**config.mk**
```make
export PLATFORM = sky130hd
export DESIGN_NAME = stopwatch_counter
export DESIGN_NICKNAME = d
export VERILOG_FILES = /design/src/rtl/stopwatch_counter.sv
export SDC_FILE = /design/constraint.sdc
export NUM_CORES = 1
export LEC_CHECK = 0
export CORE_ASPECT_RATIO = 0.75
export CORE_MARGIN = 2
export CORE_UTILIZATION = 50
export DETAILED_ROUTE_END_ITERATION = 8
export PLACE_DENSITY = 0.86
export SETUP_SLACK_MARGIN = 0.2
export SLEW_MARGIN = 25
export SYNTH_ARGS = -nofsm -noshare
export SYNTH_HDL_FRONTEND = slang
export SYNTH_SLANG_ARGS = --single-unit
export TNS_END_PERCENT = 100
```
**constraint.sdc**
```tcl
create_clock -name clk -period 2 [get_ports clk]
set_input_delay 0.3 -clock clk [delete_from_list [all_inputs] [get_ports clk]]
set_output_delay 0.3 -clock clk [all_outputs]
set_load 0.02 [all_outputs]
```
**src/rtl/stopwatch_counter.sv**
```systemverilog
// ---------------------------------------------------------------------------
// stopwatch_counter
//   Minutes:seconds BCD stopwatch core. The 1 Hz count clock, 2 Hz adjust
//   clock and debounced pause level are sampled as levels in the clk domain.
//   Their rising edges become one-cycle ticks that advance, adjust or pause
//   four BCD digits.
//
// Parameters
//   START_PAUSED : value of paused after reset
//   ROLL_OVER    : 1 = 59:59 wraps to 00:00 when counting, 0 = holds at 59:59
//
// Ports
//   clk       in   system clock
//   rst       in   asynchronous active-high reset
//   countclk  in   1 Hz square wave (level, synchronous to clk)
//   adjclk    in   2 Hz square wave (level, synchronous to clk)
//   adj       in   1 = adjust mode
//   sel       in   adjust target: 0 = minutes, 1 = seconds
//   pause     in   debounced level; each rising edge toggles paused
//   min_tens, min_ones, sec_tens, sec_ones  out  BCD digits (registered)
//   paused    out  1 while counting is frozen (registered)
//
// Optional feature macro: STOPWATCH_BLINK_EN
//   Adds input blinkclk and outputs blank_min / blank_sec. In adjust mode the
//   field selected by sel blanks in step with blinkclk (one cycle late).
// ---------------------------------------------------------------------------
module stopwatch_counter #(
  parameter bit START_PAUSED = 1'b0,
  parameter bit ROLL_OVER    = 1'b1
) (
  input  logic       clk,
  input  logic       rst,
  input  logic       countclk,
  input  logic       adjclk,
  input  logic       adj,
  input  logic       sel,
  input  logic       pause,
`ifdef STOPWATCH_BLINK_EN
  input  logic       blinkclk,
  output logic       blank_min,
  output logic       blank_sec,
`endif
  output logic [3:0] min_tens,
  output logic [3:0] min_ones,
  output logic [3:0] sec_tens,
  output logic [3:0] sec_ones,
  output logic       paused
);

  logic       countclk_q, adjclk_q, pause_q;
  logic       cnt_tick, adj_tick, pause_edge;
  logic       run_cnt, run_adj;
  logic       at_max, sec_wrap;
  logic [3:0] min_tens_next, min_ones_next, sec_tens_next, sec_ones_next;

  assign cnt_tick   = countclk & ~countclk_q;
  assign adj_tick   = adjclk & ~adjclk_q;
  assign pause_edge = pause & ~pause_q;

  // Gating uses the registered paused value: a tick coinciding with the
  // pausing edge still counts, one coinciding with the unpausing edge is lost.
  assign run_cnt = cnt_tick & ~adj & ~paused;
  assign run_adj = adj_tick &  adj & ~paused;

  assign sec_wrap = (sec_tens == 4'd5) && (sec_ones == 4'd9);
  assign at_max   = sec_wrap && (min_tens == 4'd5) && (min_ones == 4'd9);

  always_comb begin
    min_tens_next = min_tens;
    min_ones_next = min_ones;
    sec_tens_next = sec_tens;
    sec_ones_next = sec_ones;

    if (run_cnt) begin
      // Without roll-over the counter parks at 59:59.
      if (!(at_max && !ROLL_OVER)) begin
        if (sec_ones >= 4'd9) begin
          sec_ones_next = 4'd0;
          sec_tens_next = (sec_tens >= 4'd5) ? 4'd0 : sec_tens + 4'd1;
        end else begin
          sec_ones_next = sec_ones + 4'd1;
        end
        // Minutes advance only on the 59->00 second carry; 59 minutes wraps.
        if (sec_wrap) begin
          if (min_ones >= 4'd9) begin
            min_ones_next = 4'd0;
            min_tens_next = (min_tens >= 4'd5) ? 4'd0 : min_tens + 4'd1;
          end else begin
            min_ones_next = min_ones + 4'd1;
          end
        end
      end
    end else if (run_adj) begin
      // Adjusting one field never carries into the other.
      if (sel) begin
        if (sec_ones >= 4'd9) begin
          sec_ones_next = 4'd0;
          sec_tens_next = (sec_tens >= 4'd5) ? 4'd0 : sec_tens + 4'd1;
        end else begin
          sec_ones_next = sec_ones + 4'd1;
        end
      end else begin
        if (min_ones >= 4'd9) begin
          min_ones_next = 4'd0;
          min_tens_next = (min_tens >= 4'd5) ? 4'd0 : min_tens + 4'd1;
        end else begin
          min_ones_next = min_ones + 4'd1;
        end
      end
    end
  end

  always_ff @(posedge clk or posedge rst) begin
    if (rst) begin
      countclk_q <= 1'b0;
      adjclk_q   <= 1'b0;
      pause_q    <= 1'b0;
      paused     <= START_PAUSED;
      min_tens   <= 4'd0;
      min_ones   <= 4'd0;
      sec_tens   <= 4'd0;
      sec_ones   <= 4'd0;
    end else begin
      countclk_q <= countclk;
      adjclk_q   <= adjclk;
      pause_q    <= pause;
      if (pause_edge) paused <= ~paused;
      min_tens   <= min_tens_next;
      min_ones   <= min_ones_next;
      sec_tens   <= sec_tens_next;
      sec_ones   <= sec_ones_next;
    end
  end

`ifdef STOPWATCH_BLINK_EN
  always_ff @(posedge clk or posedge rst) begin
    if (rst) begin
      blank_min <= 1'b0;
      blank_sec <= 1'b0;
    end else begin
      blank_min <= adj & ~sel & blinkclk;
      blank_sec <= adj &  sel & blinkclk;
    end
  end
`endif

endmodule

```
==> results by group, run 1 <==
Finish
  – Share of layout cells above drive strength 1: 14.1%
  – Final #Nets: 155
  – Layout filler cell count: 164
  – Diode count: 0
  – Commonest non-fill, non-tap cells in the layout: clkdlybuf4s50_1 (22), dfrtp_1 (18), ha_1 (11), inv_1 (10)
  – Final Core Density: 66.8%
  – Most common cell after layout, fill and taps aside: clkdlybuf4s50_1
  – Area grow syn2layout: 29.8%

Yosys
  – Syn Inst Count: 105
  – Sequential area share after synthesis: 43.5%
  – Mapped Area: 1150 um^2
  – EDFF count, synth: 0
  – Area fraction of the dominant cell type after synthesis: 43.5%
  – Warnings from Yosys: 0
  – Synth cell types: 40
  – Synth Net Count: 124
  – Syn_area_per_cell: 11.0 um^2
  – Leading area contributor after synthesis: dfrtp_1
  – Ys flop type: dfrtp_1
  – Async SR Flop Fraction: 100%
  – Synth Register Bits: 20
  – Synth area leaders: dfrtp_1 (44%), ha_1 (13%), inv_1 (3.6%)

Global route
  – Vias in the first global route: 887
  – GRT Total Usage: 20.7%
  – Largest net degree at the start of global routing: 16
  – GRT Residual Overflow: 0
  – Initial antenna violation count: 0
  – First-pass GRT wire length: 4150 um

Floorplan
  – Io pins: 24
  – Die height: 45.5 um
  – Die area: 2700 um^2
  – Num rows: 15
  – Initial Util: 51.5%
  – Die W: 59.4 um
  – Core area: 2230 um^2

Drt
  – WL/cell: 14.9 um
  – Number of remaining DRC errors: 0
  – First-pass DRT Iterations: 4
  – Via count: 932
  – WL final: 2380 um
  – Via-to-Cell Ratio: 5.83
  – Final ANT Viol Nets: 0
  – Drt first-iter violations: 27

STA
  – Final period utilization: 87.4%
  – Final hold violations: 0
  – Final min period: 1750 ps
  – Final setup fails: 0
  – Worst slew pin tran: 474 ps
  – FMAX: 572 MHz
  – Final slew viol count: 0
  – Clock skew: 9.55 ps
  – RSZ-0062 raised after global routing: false
  – Setup TNS: 0 ps
  – Max transition margin: 68.3%

Setup path
  – Max incr delay on CP: 660 ps
  – WP data arrival: 1450 ps
  – Startpoint types: flip-flop
  – CP top delay family: buffers and inverters
  – Critical R2R Launch: sec_ones[0]$_DFFE_PP0P_
  – Reg2Reg Setup Slack: 340 ps
  – Worst Reg-to-Reg Cells: 5
  – Buf+Inv Stages, Crit Path: 1
  – Worst Setup End Kind: output pin
  – CP Max Fanout: 6
  – Worst r2r dst: min_tens[2]$_DFFE_PP0P_
  – Slowest CP cell: clkdlybuf4s50_1
  – Crit path required time: 1700 ps
  – Critical path, cell by cell: clkdlybuf4s50_1
  – Critical path class: flip-flop to output pin

Placement
  – Gpl congestion: 0.812
  – Dpl hpwl: 1770 um
  – Port Buf Inserts: 23

Clock tree
  – Clk buf depth: 2
  – Worst-path clk slew: 120 ps
  – Hold Buf Count CTS: 0
  – Worst-Skew Late Latency: 310 ps
  – CTS H-tree lvls: 1
  – CTS root buf: clkbuf_4
  – CTS tree: yes
  – CTS sink cnt: 20
  – Total clock buffers created by CTS: 3

Run
  – Max-Cap Viols: 0

Power
  – Peak supply drop: 0.000757 V
  – Pleak: 0.720 nW
  – P per Cell Area: 1150 nW/um^2

Worst hold path
  – Worst Hold Class: input pin to asynchronous set/reset pin

Outcome
  – Status: complete, no violations
==> registers in the layout (all words and copies together) (netlist names) <==
name and cells:
countclk_q 1, min_ones 4, pause_q 1, adjclk_q 1
sec_ones 4, min_tens 4, sec_tens 4, paused 1
==> layout make-up <==
type | count | area [um^2] | share of cell area, %
clock buffer | 4 | 36.3 | 2.43
inverter | 12 | 45.0 | 3.02
multi-input combinational | 73 | 622 | 41.7
sequential | 20 | 503 | 33.7
tap | 25 | 31.3 | 2.10
timing repair buffer | 26 | 255 | 17.1
==> cells by family after synthesis <==
group | after synthesis | share of synthesized area [%]
muxes | 5 | 4.79
buffers and inverters | 12 | 3.92
AOI/OAI and AO/OA | 27 | 17.1
adders and majority gates | 12 | 13.1
xor gates and xnor gates | 1 | 0.762
and+or+nand+nor | 28 | 16.9
DFF | 20 | 43.5
==> Yosys cell counts (2+ instances only) <==
master / instances
a21o_1: 2
a21oi_1: 3
dfrtp_1: 20
ha_1: 12
inv_1: 11
mux2i_1: 4
nand2_1: 4
nand2b_1: 5
nand3_1: 2
nand4_1: 3
nor2_1: 5
o21ai_1: 5
o2bb2ai_1: 2
==> worst max-delay path by stage <==
stage | start | end | slack [ps] | cells past startpoint
final | sec_tens[3]$_DFFE_PP0P_ | sec_tens[3] | 250 | 1
after global routing | sec_tens[2]$_DFFE_PP0P_ | sec_tens[2] | 210 | 1
after CTS | sec_ones[1]$_DFFE_PP0P_ | min_tens[2]$_DFFE_PP0P_ | 230 | 6
after detailed placement | adj | min_tens[2]$_DFFE_PP0P_ | 130 | 5
after global placement | adj | min_ones[0]$_DFFE_PP0P_ | 190 | 5
after floorplan | sec_ones[1]$_DFFE_PP0P_ | min_ones[0]$_DFFE_PP0P_ | 240 | 6
==> routing by layer <==
| layer | global-route usage [%] | vias to the layer above | wire [um] |
|---|---|---|---|
| met5 | 0 | - | 0 |
| met3 | 6.53 | 2 | 142 |
| met2 | 33.8 | 31 | 1180 |
| li1 | - | 444 | - |
| met1 | 27.2 | 455 | 1040 |
| met4 | 4.55 | 0 | 15 |
==> stage by stage <==
step | cells | power, mW | hold slack [ps] | instance area [um^2] | setup slack, ps
after floorplan | 105 | 1.10 | 264 | 1150 | 244
after global placement | 155 | 1.40 | 508 | 1430 | 191
after detailed placement | 155 | 1.44 | 521 | 1430 | 135
after CTS | 160 | 1.70 | 196 | 1480 | 229
after global routing | 160 | 1.84 | 189 | 1490 | 210
final | 160 | 1.72 | 192 | 1490 | 251
==> power by group <==
part,switching (mW),internal (mW),leakage (nW),total [mW]
clock,0.128,0.111,0.0210,0.239
combinational,0.398,0.406,0.471,0.804
sequential,0.163,0.514,0.228,0.677
total,0.689,1.03,0.720,1.72
==> repair_timing <==
item	4_1_cts	5_1_grt
pin swaps	0	2
hold endpoints to repair	0	0
gates resized for setup	2	5
endpoints found under the setup margin	2	4
setup buffers	1	0
(Power assumes the default switching activity.)
==> run 2: changes to the inputs <==
- TNS_END_PERCENT: 100 -> unset
==> results of run 2 <==
The final DEF is identical to that of run 1; final timing and power are the same.
==> run 3: changes to the inputs <==
- CORE_MARGIN: 2 -> unset
- CORE_UTILIZATION: 50 -> 60
- DONT_BUFFER_PORTS: unset -> 1
- PLACE_DENSITY: 0.86 -> 0.84
==> results by group, run 3 (same netlist as run 1, synthesis figures left out) <==
Clock tree
  – CTS root buf: clkbuf_4
  – Worst-Skew Late Latency: 300 ps (about the same)
  – Total clock buffers created by CTS: 3 (unchanged)
  – Hold Buf Count CTS: 0 (unchanged)
  – CTS H-tree lvls: 1 (unchanged)
  – Post-CTS Setup Inserts: 0 (-1)
  – Post-CTS sizing: 0 (-2)
  – CTS sink cnt: 20 (unchanged)
  – Clk buf depth: 2 (unchanged)
  – Worst-path clk slew: 110 ps (about the same)
  – CTS tree: yes

Finish
  – Area grow syn2layout: 7.40%
  – Final #Nets: 133 (-14%)
  – Design area: 1230 um^2 (-17%)
  – Share of layout cells above drive strength 1: 14.3% (+0.21 points)
  – Most common cell after layout, fill and taps aside: dfrtp_1
  – Commonest non-fill, non-tap cells in the layout: dfrtp_1 (19), ha_1 (12), inv_1 (11)
  – Diode count: 0 (unchanged)

Global route
  – First-pass GRT wire length: 3420 um (-18%)
  – Largest net degree at the start of global routing: 21 (+5)
  – GRT Residual Overflow: 0 (unchanged)
  – GRT Total Usage: 23.8% (+3.0 points)
  – Vias in the first global route: 798 (-10%)
  – Initial antenna violation count: 0 (unchanged)

Power
  – P per Cell Area: 1180 nW/um^2 (+2.1%)
  – Pleak: 0.619 nW (-14%)
  – Peak supply drop: 0.000817 V (+7.9%)
  – Power Total: 1.45 mW (-16%)

STA
  – Final slew viol count: 0 (unchanged)
  – Clock skew: 9.61 ps (+0.0592 ps)
  – Setup TNS: 0 ps (unchanged)
  – Max transition margin: 49.4% (-19 points)
  – Final setup fails: 0 (unchanged)
  – Final min period: 1730 ps (-23.0 ps)
  – Worst slew pin tran: 758 ps (+284 ps)
  – FMAX: 579 MHz (+1.3%)
  – Final period utilization: 86.3% (-1.1 points)
  – Setup ws final: 274 ps (+23.0 ps)
  – RSZ-0062 raised after global routing: false
  – Final hold violations: 0 (unchanged)

Floorplan
  – Initial Util: 64.9% (+13 points)
  – Core area: 1770 um^2 (-21%)
  – Io pins: 24 (unchanged)
  – Die height: 39.9 um (-12%)
  – Num rows: 13 (-2)
  – Die W: 52.6 um (-11%)
  – Die area: 2100 um^2 (-22%)

Setup path
  – Startpoint types: flip-flop
  – Max incr delay on CP: 390 ps (-270 ps)
  – Critical path, cell by cell: inv_1 > ha_1 > nor4bb_1 > and4_4 > nor2_2 > mux2_4
  – Worst r2r dst: min_ones[0]$_DFFE_PP0P_
  – Worst Reg-to-Reg Cells: 6 (+1)
  – Worst Setup End Kind: flip-flop
  – CP Max Fanout: 5 (-1)
  – Critical R2R Launch: sec_ones[1]$_DFFE_PP0P_
  – WP data arrival: 1930 ps (+480 ps)
  – Crit path required time: 2200 ps (+500 ps)
  – Slowest CP cell: dfrtp_1
  – Reg2Reg Setup Slack: 270 ps (-70 ps)
  – Critical path class: flip-flop to flip-flop

Placement
  – Dpl hpwl: 1590 um (-10%)
  – Port Buf Inserts: 0 (-100%)
  – Worst slack, placed: 274 ps (+139 ps)
  – Gpl congestion: 0.811 (about the same)
  – Placed instance area: 1210 um^2 (-15%)

Drt
  – WL final: 2110 um (-11%)
  – Final ANT Viol Nets: 0 (unchanged)
  – Drt first-iter violations: 13 (-52%)
  – First-pass DRT Iterations: 4 (unchanged)
  – Via count: 814 (-13%)
  – Number of remaining DRC errors: 0 (unchanged)
  – WL/cell: 15.7 um (+5.7%)
  – Via-to-Cell Ratio: 6.07 (+4.3%)

Run
  – Max-Cap Viols: 0 (unchanged)

Worst hold path
  – Worst Hold Class: input pin to asynchronous set/reset pin

Outcome
  – Status: complete, no violations
## run 3: critical path, delay by kind of cell, from the launching register on
family | cells | cell delay [ps]
DFF | 1 | 390
buffers and inverters | 1 | 100
and+or+nand+nor | 3 | 660
adders and majority gates | 1 | 190
muxes | 1 | 290
## run 3: cell type report
cell class | instances | area, um^2
fillers | 131 | 538
flip-flops and latches | 20 | 502
multi-input cells | 73 | 608
well taps | 22 | 27.5
clock buffers | 3 | 22.5
repair buffers | 4 | 30.0
inverters | 12 | 45.0
## run 3: where the power goes
part           internal [mW]  switching, mW
sequential             0.510          0.230
combinational          0.237          0.286
clock                 0.0702          0.121
## run 3: metrics by stage
step | hold WS (ps) | util (%) | cells
2_1_floorplan | 264 | - | 105
3_3_place_gp | 332 | 68.1 | 131
3_5_place_dp | 332 | 68.1 | 131
4_1_cts | 16.4 | 69.4 | 134
5_1_grt | 0.0901 | 69.7 | 134
6_report | 6.49 | 69.7 | 134
## run 3: worst max-delay path by stage
stage / from / to
finish: sec_ones[1]$_DFFE_PP0P_ / min_ones[0]$_DFFE_PP0P_
global route: sec_tens[1]$_DFFE_PP0P_ / min_ones[0]$_DFFE_PP0P_
CTS: sec_ones[1]$_DFFE_PP0P_ / min_ones[0]$_DFFE_PP0P_
detailed placement: sec_ones[1]$_DFFE_PP0P_ / min_tens[2]$_DFFE_PP0P_
global placement: sec_ones[1]$_DFFE_PP0P_ / min_ones[0]$_DFFE_PP0P_
floorplan: sec_ones[1]$_DFFE_PP0P_ / min_ones[0]$_DFFE_PP0P_
## run 3: layer usage
layer	wire length [um]	vias up	part of all wire [%]	track usage (%)
met3	168	2	8.0	12.0
met1	960	388	46	27.6
met5	0	-	0	0
met2	962	28	46	39.6
li1	-	396	-	-
met4	13	0	0.62	5.92
